File: src/rtl/acc_dp_pkg.sv
// acc_dp_pkg: shared op encoding, FSM states and decode helpers for the accumulator datapath
package acc_dp_pkg;
  localparam int OPC_W = 4;
  typedef enum logic [OPC_W-1:0] {
    NOP, CLA, CLE, CMA, CME, CIR, CIL, INC, AND, ADD, LDA, STA, BUN, ISZ
  } op_t;
  typedef enum logic [2:0] {IDLE, IND, RD, WR, DONE} state_t;
  function automatic logic is_mem_ref(op_t op);
    return op inside {AND, ADD, LDA, STA, BUN, ISZ};
  endfunction
  // first state once the effective address is known
  function automatic state_t first_step(op_t op);
    return (op == BUN) ? DONE : (op == STA) ? WR : RD;
  endfunction
endpackage

File: src/rtl/acc_datapath_gen_if.sv
// acc_datapath_gen_if: decoder op handshake plus unified memory port; slave is the datapath side
interface acc_datapath_gen_if #(
  parameter int DATA_W = 16,
  parameter int ADDR_W = 12,
  parameter int OP_W = 4
);
  logic              op_valid;
  logic              op_ready;
  logic [OP_W-1:0]   op_code;
  logic [ADDR_W-1:0] op_addr;
  logic              op_ind;
  logic              mem_req;
  logic              mem_we;
  logic [ADDR_W-1:0] mem_addr;
  logic [DATA_W-1:0] mem_wdata;
  logic [DATA_W-1:0] mem_rdata;
  logic              mem_ack;
  modport master (
    output op_valid, op_code, op_addr, op_ind, mem_rdata, mem_ack,
    input  op_ready, mem_req, mem_we, mem_addr, mem_wdata
  );
  modport slave (
    input  op_valid, op_code, op_addr, op_ind, mem_rdata, mem_ack,
    output op_ready, mem_req, mem_we, mem_addr, mem_wdata
  );
endinterface

File: src/rtl/acc_dp_alu.sv
// acc_dp_alu: combinational next-{e,ac} for register ops and memory operand ops
module acc_dp_alu
  import acc_dp_pkg::*;
#(
  parameter int DATA_W = 16
) (
  input  op_t               i_op,
  input  logic [DATA_W-1:0] i_ac,
  input  logic              i_e,
  input  logic [DATA_W-1:0] i_d,
  output logic [DATA_W-1:0] o_ac,
  output logic              o_e
);
  localparam logic [DATA_W-1:0] ONE = DATA_W'(1);
  logic [DATA_W:0] w_sum;
  assign w_sum = {1'b0, i_ac} + {1'b0, i_d};
  always_comb begin
    o_ac = i_ac;
    o_e  = i_e;
    case (i_op)
      CLA: o_ac = '0;
      CLE: o_e = 1'b0;
      CMA: o_ac = ~i_ac;
      CME: o_e = ~i_e;
      CIR: {o_ac, o_e} = {i_e, i_ac};
      CIL: {o_e, o_ac} = {i_ac, i_e};
      INC: o_ac = i_ac + ONE;
      AND: o_ac = i_ac & i_d;
      ADD: {o_e, o_ac} = w_sum;
      LDA: o_ac = i_d;
      default: ;
    endcase
  end
endmodule

File: src/rtl/acc_datapath_gen.sv
// acc_datapath_gen: accumulator datapath; register ops in one cycle, memory-reference ops via req/ack
module acc_datapath_gen
  import acc_dp_pkg::*;
#(
  parameter int DATA_W = 16,
  parameter int ADDR_W = 12,
  parameter int OP_W = OPC_W
) (
  input  logic              clk,
  input  logic              rst_n,
  acc_datapath_gen_if.slave bus,
  output logic [DATA_W-1:0] o_ac,
  output logic              o_e,
  output logic              o_skip,
  output logic              o_br_valid,
  output logic [ADDR_W-1:0] o_br_target,
  output logic              o_busy
);
  localparam logic [DATA_W-1:0] ONE = DATA_W'(1);
  state_t            r_state, w_next;
  op_t               r_op, w_op, w_alu_op;
  logic [OP_W-1:0]   w_code;
  logic [ADDR_W-1:0] r_ea;
  logic [DATA_W-1:0] r_ac, r_wdata, w_alu_ac;
  logic              r_e, r_req, w_alu_e, w_acc, w_ack;
  assign w_code   = bus.op_code;
  assign w_op     = op_t'(w_code);
  assign w_acc    = bus.op_valid && bus.op_ready;
  assign w_ack    = r_req && bus.mem_ack;
  assign w_alu_op = (r_state == IDLE) ? w_op : r_op;
  acc_dp_alu #(.DATA_W(DATA_W)) u_alu (
    .i_op(w_alu_op),
    .i_ac(r_ac),
    .i_e (r_e),
    .i_d (bus.mem_rdata),
    .o_ac(w_alu_ac),
    .o_e (w_alu_e)
  );
  always_comb begin
    w_next = r_state;
    case (r_state)
      IDLE: w_next = (w_acc && is_mem_ref(w_op)) ? (bus.op_ind ? IND : first_step(w_op)) : IDLE;
      IND:  w_next = w_ack ? first_step(r_op) : IND;
      RD:   w_next = w_ack ? ((r_op == ISZ) ? WR : DONE) : RD;
      WR:   w_next = w_ack ? DONE : WR;
      default: w_next = IDLE;
    endcase
  end
  always_ff @(posedge clk or negedge rst_n) begin
    if (!rst_n) begin
      r_state <= IDLE;
      r_op    <= NOP;
      r_ea    <= '0;
      r_ac    <= '0;
      r_e     <= 1'b0;
      r_wdata <= '0;
      r_req   <= 1'b0;
    end else begin
      r_state <= w_next;
      // request rises one cycle after entering a memory state, so consecutive accesses are separated
      r_req <= r_req ? !bus.mem_ack : (r_state inside {IND, RD, WR});
      if (w_acc) begin
        r_op    <= w_op;
        r_ea    <= bus.op_addr;
        r_wdata <= r_ac;
      end
      if (r_state == IND && w_ack) r_ea <= bus.mem_rdata[ADDR_W-1:0];
      if (r_state == RD && w_ack) r_wdata <= bus.mem_rdata + ONE;
      if ((w_acc && !is_mem_ref(w_op)) || (r_state == RD && w_ack)) {r_e, r_ac} <= {w_alu_e, w_alu_ac};
    end
  end
  assign bus.op_ready  = (r_state == IDLE);
  assign bus.mem_req   = r_req;
  assign bus.mem_we    = (r_state == WR);
  assign bus.mem_addr  = r_ea;
  assign bus.mem_wdata = r_wdata;
  assign o_ac          = r_ac;
  assign o_e           = r_e;
  assign o_skip        = (r_state == DONE) && (r_op == ISZ) && (r_wdata == '0);
  assign o_br_valid    = (r_state == DONE) && (r_op == BUN);
  assign o_br_target   = r_ea;
  assign o_busy        = (r_state != IDLE);
endmodule

File: src/flat_wrapper.sv
// flat-port wrapper written by rule: the top's interface ports become plain ports
module acc_datapath_gen_flat import acc_dp_pkg::*;
#(
  parameter int DATA_W = 16,
  parameter int ADDR_W = 12,
  parameter int OP_W = OPC_W
)
  (clk, rst_n, o_ac, o_e, o_skip, o_br_valid, o_br_target, o_busy, bus_op_valid, bus_op_code, bus_op_addr, bus_op_ind, bus_mem_rdata, bus_mem_ack, bus_op_ready, bus_mem_req, bus_mem_we, bus_mem_addr, bus_mem_wdata);
  acc_datapath_gen_if #(.DATA_W(DATA_W), .ADDR_W(ADDR_W), .OP_W(OP_W)) bus_i ();
  input  logic clk;
  input  logic rst_n;
  output logic [DATA_W-1:0] o_ac;
  output logic o_e;
  output logic o_skip;
  output logic o_br_valid;
  output logic [ADDR_W-1:0] o_br_target;
  output logic o_busy;
  input wire logic [$bits(bus_i.op_valid)-1:0] bus_op_valid;
  input wire logic [$bits(bus_i.op_code)-1:0] bus_op_code;
  input wire logic [$bits(bus_i.op_addr)-1:0] bus_op_addr;
  input wire logic [$bits(bus_i.op_ind)-1:0] bus_op_ind;
  input wire logic [$bits(bus_i.mem_rdata)-1:0] bus_mem_rdata;
  input wire logic [$bits(bus_i.mem_ack)-1:0] bus_mem_ack;
  output wire logic [$bits(bus_i.op_ready)-1:0] bus_op_ready;
  output wire logic [$bits(bus_i.mem_req)-1:0] bus_mem_req;
  output wire logic [$bits(bus_i.mem_we)-1:0] bus_mem_we;
  output wire logic [$bits(bus_i.mem_addr)-1:0] bus_mem_addr;
  output wire logic [$bits(bus_i.mem_wdata)-1:0] bus_mem_wdata;
  assign bus_i.op_valid = bus_op_valid;
  assign bus_i.op_code = bus_op_code;
  assign bus_i.op_addr = bus_op_addr;
  assign bus_i.op_ind = bus_op_ind;
  assign bus_i.mem_rdata = bus_mem_rdata;
  assign bus_i.mem_ack = bus_mem_ack;
  assign bus_op_ready = bus_i.op_ready;
  assign bus_mem_req = bus_i.mem_req;
  assign bus_mem_we = bus_i.mem_we;
  assign bus_mem_addr = bus_i.mem_addr;
  assign bus_mem_wdata = bus_i.mem_wdata;
  acc_datapath_gen #(.DATA_W(DATA_W), .ADDR_W(ADDR_W), .OP_W(OP_W)) u_core (.clk(clk), .rst_n(rst_n), .bus(bus_i), .o_ac(o_ac), .o_e(o_e), .o_skip(o_skip), .o_br_valid(o_br_valid), .o_br_target(o_br_target), .o_busy(o_busy));
endmodule
File: config.mk
export PLATFORM = sky130hd
export DESIGN_NAME = acc_datapath_gen_flat
export DESIGN_NICKNAME = d
export VERILOG_FILES = /design/src/rtl/acc_dp_pkg.sv /design/src/rtl/acc_datapath_gen_if.sv /design/src/rtl/acc_dp_alu.sv /design/src/rtl/acc_datapath_gen.sv /design/src/flat_wrapper.sv
export SDC_FILE = /design/constraint.sdc
export NUM_CORES = 1
export LEC_CHECK = 0
export CAP_MARGIN = 20
export CORE_AREA = 2 2 149 151
export CTS_BUF_LIST = sky130_fd_sc_hd__clkbuf_16
export DETAILED_ROUTE_END_ITERATION = 10
export DIE_AREA = 0 0 151 153
export GPL_ROUTABILITY_DRIVEN = 0
export PLACE_DENSITY = 0.43
export SLEW_MARGIN = 20
export SYNTH_ARGS = -nofsm -noshare
export SYNTH_HDL_FRONTEND = slang
export SYNTH_HIERARCHICAL = 1
export SYNTH_SLANG_ARGS = --single-unit
File: constraint.sdc
create_clock -name clk -period 8.5 [get_ports clk]
set_input_delay 1.275 -clock clk [delete_from_list [all_inputs] [get_ports clk]]
set_output_delay 1.275 -clock clk [all_outputs]
set_load 0.03 [all_outputs]
# Word level (Yosys, flattened, before mapping)
# Index checks and enable logic that the tools add are counted.
dict set report word_totals {
  ff_bits 53
  in_bits 37
  output_inout_bits 63
  wordCells 78
}
dict set report classes {
  add_sub_neg 3
  eq_ne 23
  muxes 19
  bitwise 3
  reduce_logical 23
}
# op count
set ops {}
lappend ops {{case mux 16 bit (8 select lines)} 1}
lappend ops {{== test 4 bit, second input constant} 12}
lappend ops {{adder 16 x 1 -> 16 bit, second input constant} 2}
lappend ops {{2-to-1 mux 16 bit} 2}
lappend ops {{2-to-1 mux 12 bit} 2}
lappend ops {{2-to-1 mux 3 bit} 8}
lappend ops {{adder 16 x 16 -> 17 bit} 1}
lappend ops {{bitwise AND 16 bit} 1}
lappend ops {{== test 4 x 3 -> 1 bit, second input constant} 4}
lappend ops {{zero test 16 bit} 1}
lappend ops {{NOT 16 bit} 1}
lappend ops {{case mux 3 bit (4 select lines)} 1}
lappend ops {{logical AND 1 bit} 9}
lappend ops {{== test 4 x 2 -> 1 bit, second input constant} 2}
lappend ops {{nonzero test 8 bit} 1}
lappend ops {{== test 3 x 2 -> 1 bit, second input constant} 2}
lappend ops {{nonzero test 3 bit} 2}
lappend ops {{nonzero test 6 bit} 1}
lappend ops {{case mux 1 bit (5 select lines)} 1}
lappend ops {{nonzero test 5 bit} 1}
lappend ops {{== test 4 x 1 -> 1 bit, second input constant} 1}
lappend ops {{2-to-1 mux 4 bit} 1}
lappend ops {{AND reduction 2 bit} 2}
lappend ops {{nonzero test 2 bit} 2}
lappend ops {{7 further kinds} 10}

# Logic depth before layout (Yosys ltp)
dict set report logic_depth {
  word_depth 6
  ltp_mapped 12
  ltp_nobuf 9
}

# Cells and area by module
# Netlist, hierarchy kept.
# mod instances cells_per_inst area_per_inst_um2 seq_area_each_um2
set by_module_without_submodules {}
lappend by_module_without_submodules {acc_datapath_gen 1 286 2932.8 1326.3}
lappend by_module_without_submodules {acc_dp_alu 1 377 2346.0 0.0}

# Least setup slack after synthesis
# OpenSTA, ideal clock, no wires.
dict set report synth_path {
  path_type {in2reg}
  startpoint {in bus_mem_rdata[0]}
  endpoint {reg u_core.r_ac[12], in the netlist u_core/o_ac[12]}
  setup_time_ns 0.065
  t_arrival_ns 3.251
  required_ns 8.435
  setup_slack_ns 5.184
  cell_stages 9
  n_path_buf 0
  path_cell_list {ha_1 -> fa_1 -> a211oi_2 -> o21bai_2 -> a21o_1 -> a22o_4 -> mux2_4 -> a21oi_1 -> mux2_4}
}
dict set report synth_via {
  elab_chain_len 2
}
# element line_no
set synth_lines {}
lappend synth_lines {{from (decl)} flat_wrapper.sv:22} ;# input wire logic [$bits(bus_i.mem_rdata)-1:0] bus_mem_rdata;
lappend synth_lines {{adder 16 x 16 -> 17 bit} acc_dp_alu.sv:16} ;# assign w_sum = {1'b0, i_ac} + {1'b0, i_d};
lappend synth_lines {{case mux 16 bit (8 select lines)} acc_dp_alu.sv:20} ;# case (i_op)
lappend synth_lines {{via u_core.w_alu_ac[12]} acc_datapath_gen.sv:24} ;# logic [DATA_W-1:0] r_ac, r_wdata, w_alu_ac;
lappend synth_lines {{to (signal assigned)} acc_datapath_gen.sv:69} ;# if ((w_acc && !is_mem_ref(w_op)) || (r_state == RD && w_ack)) {r_e, r_ac} <= {w_alu_e, w_alu_ac};
lappend synth_lines {{to (decl)} acc_datapath_gen.sv:24}
# The timed path passes the listed nets, and every way through them passes these cells.
# A chain may end at the register's enable or synchronous reset.

# Final worst setup path
dict set report layout_path {
  startpoint {in bus_op_code[2]}
  endpoint {reg u_core.r_ac[5], in the netlist u_core/o_ac[5]}
}
dict set report layout_via {
  elab_cells_between_ends 22
  cone_classes {eq/ne: 14; mux: 2; reduce/logical: 6}
}
# element line_no
set layout_rtl {}
lappend layout_rtl {{from (decl)} flat_wrapper.sv:19} ;# input wire logic [$bits(bus_i.op_code)-1:0] bus_op_code;
lappend layout_rtl {{2-to-1 mux 4 bit (*)} acc_datapath_gen.sv:30} ;# assign w_alu_op = (r_state == IDLE) ? w_op : r_op;
lappend layout_rtl {{via u_core.w_alu_op[2]} acc_datapath_gen.sv:21} ;# op_t r_op, w_op, w_alu_op;
lappend layout_rtl {{== test 4 bit (tied with other cells)} acc_dp_alu.sv:20}
lappend layout_rtl {{case mux 16 bit (8 select lines) (*)} acc_dp_alu.sv:20}
lappend layout_rtl {{via u_core.w_alu_ac[5]} acc_datapath_gen.sv:24}
# Mark *: on every way through the listed nets, which the timed path passes. The rest lies on a longest branch.

==> impl_metrics.py <==
metrics = {
    "outcome": {
        "outcome": "complete, no violations",
    },
    "worst_setup_path": {
        "crit_start": "bus_op_code[2]",
        "critPathMaxFanout": 25,
        "r2r_setup_slack_ns": 4.74,
        "worst-path-buf-inv": 1,
        "worstPathRequired_ns": 8.70,
        "critPathSlowestCell": "a211o_1",
        "endpoint": "u_core/o_ac[5]$_DFFE_PN0P_",
        "critical-path-top-delay-family": "simple AND/OR/NAND/NOR gates",
        "worstPathArrival_ns": 4.30,
        "r2r-end": "u_core/o_ac[8]$_DFFE_PN0P_",
        "crit_path_start_kind": "input pin",
        "path_class": "input pin to flop",
        "crit_path_cell_trace": "clkdlybuf4s50_1, mux2_2, nand2b_1, nor2_1, a211o_1, nand3_1, o21ai_0, o211ai_1, mux2_4",
        "max_stage_delay_ns": 0.56,
        "timing.rr.start": "u_core/r_state[0]$_DFF_PN0_",
        "endpoint_kind": "flop",
        "worst-path-stages": 9,
        "reg2reg_depth": 9,
    },
    "routing": {
        "drt_iter0_markers": 561,
        "drtPass1Iterations": 6,
        "drc": 0,
        "wl_per_cell_um": 19.95,
        "viasPerCell": 5.454,
        "antenna_left": 0,
        "vias": 5470,
        "wl_um": 20010,
    },
    "clock_tree": {
        "cts_tree": "built",
        "cts_buffers": 5,
        "cts_root_buf": "clkbuf_16",
        "worstSkewPairLatency_ns": 0.31,
        "clockBufferDepth": 2,
        "clk_pin_slew_worst_paths_ns": 0.08,
        "postCtsHoldBufs": 0,
        "htreeDepth": 2,
        "ctsResizeCount": 0,
        "cts.sinks": 53,
        "post-cts-setup-buffers": 0,
    },
    "synth": {
        "netlist.area_leader.share_pct": 25.12,
        "synth.largest_area_cell": "dfrtp_1",
        "synthArstFlopShare_pct": 100.0,
        "synth-main-ff-cell": "dfrtp_1",
        "synth_edf_count": 0,
        "synth-seq-area-share_pct": 25.12,
        "ys_types": 80,
        "avgSynthCellArea_um2": 7.962,
        "synthTopCellsByArea": "dfrtp_1, nand2_1, o21ai_0",
        "synthCells": 663,
        "netlist_area_um2": 5279,
        "yosysWarnings": 6,
        "ys_seq_elements": 53,
        "syn_nets": 719,
    },
    "timing": {
        "worst_pin_slew_ns": 0.8564,
        "drv_slew": 0,
        "fin_crit_ns": 4.107,
        "hold_violations": 0,
        "setup_viol": 0,
        "maxSlewHeadroom_pct": 42.60,
        "fin_crit_sh_pct": 48.32,
        "fin_skew_ns": 0.01185,
        "setup_tns_ns": 0,
        "holdWs_ns": 0.5526,
        "timing.final.ws_setup_ns": 4.393,
        "max_freq_ghz": 0.2435,
        "rsz0062_at_grt": "no",
    },
    "min_path": {
        "hold_path_class": "flop to flop",
    },
    "die": {
        "coreArea_um2": 21490,
        "start_util_pct": 24.57,
        "rows": 54,
        "die_w_um": 151,
        "dieArea_um2": 23100,
        "ios": 100,
        "die_h_um": 153,
    },
    "final_layout": {
        "fin_nets": 778,
        "n_antenna_cell": 0,
        "area_growth_pct": 24.03,
        "final_cell_mix": "clkdlybuf4s50_1, nand2_1, o21ai_0",
        "mostFrequentLayoutCell": "clkdlybuf4s50_1",
        "nFillCells": 2287,
        "drive_gt1_share_pct": 7.331,
    },
    "grt": {
        "first_global_vias": 5301,
        "grt_overflow": 0,
        "grt_usage_pct": 17.36,
        "antenna_found_initial": 0,
        "grt_pass1_wl_um": 31370,
        "grt_max_degree": 54,
    },
    "pwr": {
        "power_density_nw_per_um2": 453.2,
        "p_leak_nw": 2.466,
        "peakVddDrop_mv": 0.1240,
    },
    "placed_design": {
        "port_buffers": 99,
        "hpwl_um": 14540,
        "pre_cts_ws_ns": 4.138,
    },
    "job": {
        "drv_cap": 0,
    },
}
routing by layer:
layer	track usage [%]	wire, um
met3	2.418	1421
met1	24.44	9006
met4	4.628	417
met2	27.77	9160
met5	0	0
synth_stat cells (all sizes together), types with 7 or more instances:
library cell  count
nor2b             8
ha               18
xnor2            20
nor3             20
nor4              8
nand2            82
mux2i            18
a31oi            11
o21ai            56
nand3            27
dfrtp            53
mux2             22
a211oi           23
inv              15
a21oi            38
a221oi           10
and2             13
o22ai             9
buf              37
clkbuf           17
nor2             51
nand4             7
state kept, by name (all words and copies together), names as in the netlist:
| name | count |
|---|---|
| u_core/o_ac | 16 |
| u_core/r_op | 4 |
| u_core/bus.mem_req | 1 |
| u_core/o_e | 1 |
| u_core/bus.mem_wdata | 16 |
| u_core/r_state | 3 |
| u_core/bus.mem_addr | 12 |
power breakdown:
group	internal, mW	switching [mW]
clock	0.139	0.108
combinational	0.860	1.25
sequential	0.374	0.238
worst min path at each step:
stage	startpoint	to	slack [ns]	depth (start not counted)
final	u_core/bus.mem_req$_DFF_PN0_	u_core/bus.mem_req$_DFF_PN0_	0.55	1
after global routing	u_core/r_op[3]$_DFFE_PN0P_	u_core/r_op[3]$_DFFE_PN0P_	0.62	2
after CTS	u_core/bus.mem_req$_DFF_PN0_	u_core/bus.mem_req$_DFF_PN0_	0.56	1
after detailed placement	u_core/bus.mem_req$_DFF_PN0_	u_core/bus.mem_req$_DFF_PN0_	0.54	1
after global placement	u_core/bus.mem_req$_DFF_PN0_	u_core/bus.mem_req$_DFF_PN0_	0.52	1
after floorplan	u_core/r_op[1]$_DFFE_PN0P_	u_core/r_op[1]$_DFFE_PN0P_	0.49	2
stage by stage:
| step | cell area [um2] | std cells | total power, mW | util, % |
|---|---|---|---|---|
| after CTS | 6534 | 1002 | 2.955 | 30.41 |
| after global placement | 6366 | 994 | 2.701 | 29.63 |
| after detailed placement | 6366 | 994 | 2.693 | 29.63 |
| after global routing | 6548 | 1003 | 3.184 | 30.47 |
| final | 6548 | 1003 | 2.968 | 30.47 |
| after floorplan | 5279 | 663 | 2.055 | - |
cell families (layout without fill, tap and decap cells):
logic type | count (synthesis) | in the layout | share of synthesized area [%]
compound gates | 201 | 201 | 25.41
flops | 53 | 53 | 25.12
buf+inv | 69 | 129 | 7.063
fa+ha+maj | 19 | 19 | 4.646
xor+xnor | 26 | 26 | 4.314
simple gates | 255 | 255 | 24.56
mux | 40 | 40 | 8.888
final cells by class:
type                    instances  area, um2  share of cell area, %
clock buffers                   5      125.1                  1.911
repair buffers                106       1045                  15.96
inverters                      15      56.30                 0.8599
flip-flops and latches         53       1326                  20.26
well taps                     280      350.3                  5.351
multi-input cells             541       3602                  55.02
clock inverters                 3      42.54                 0.6497
No activity file was read; power rests on OpenSTA's default activity.
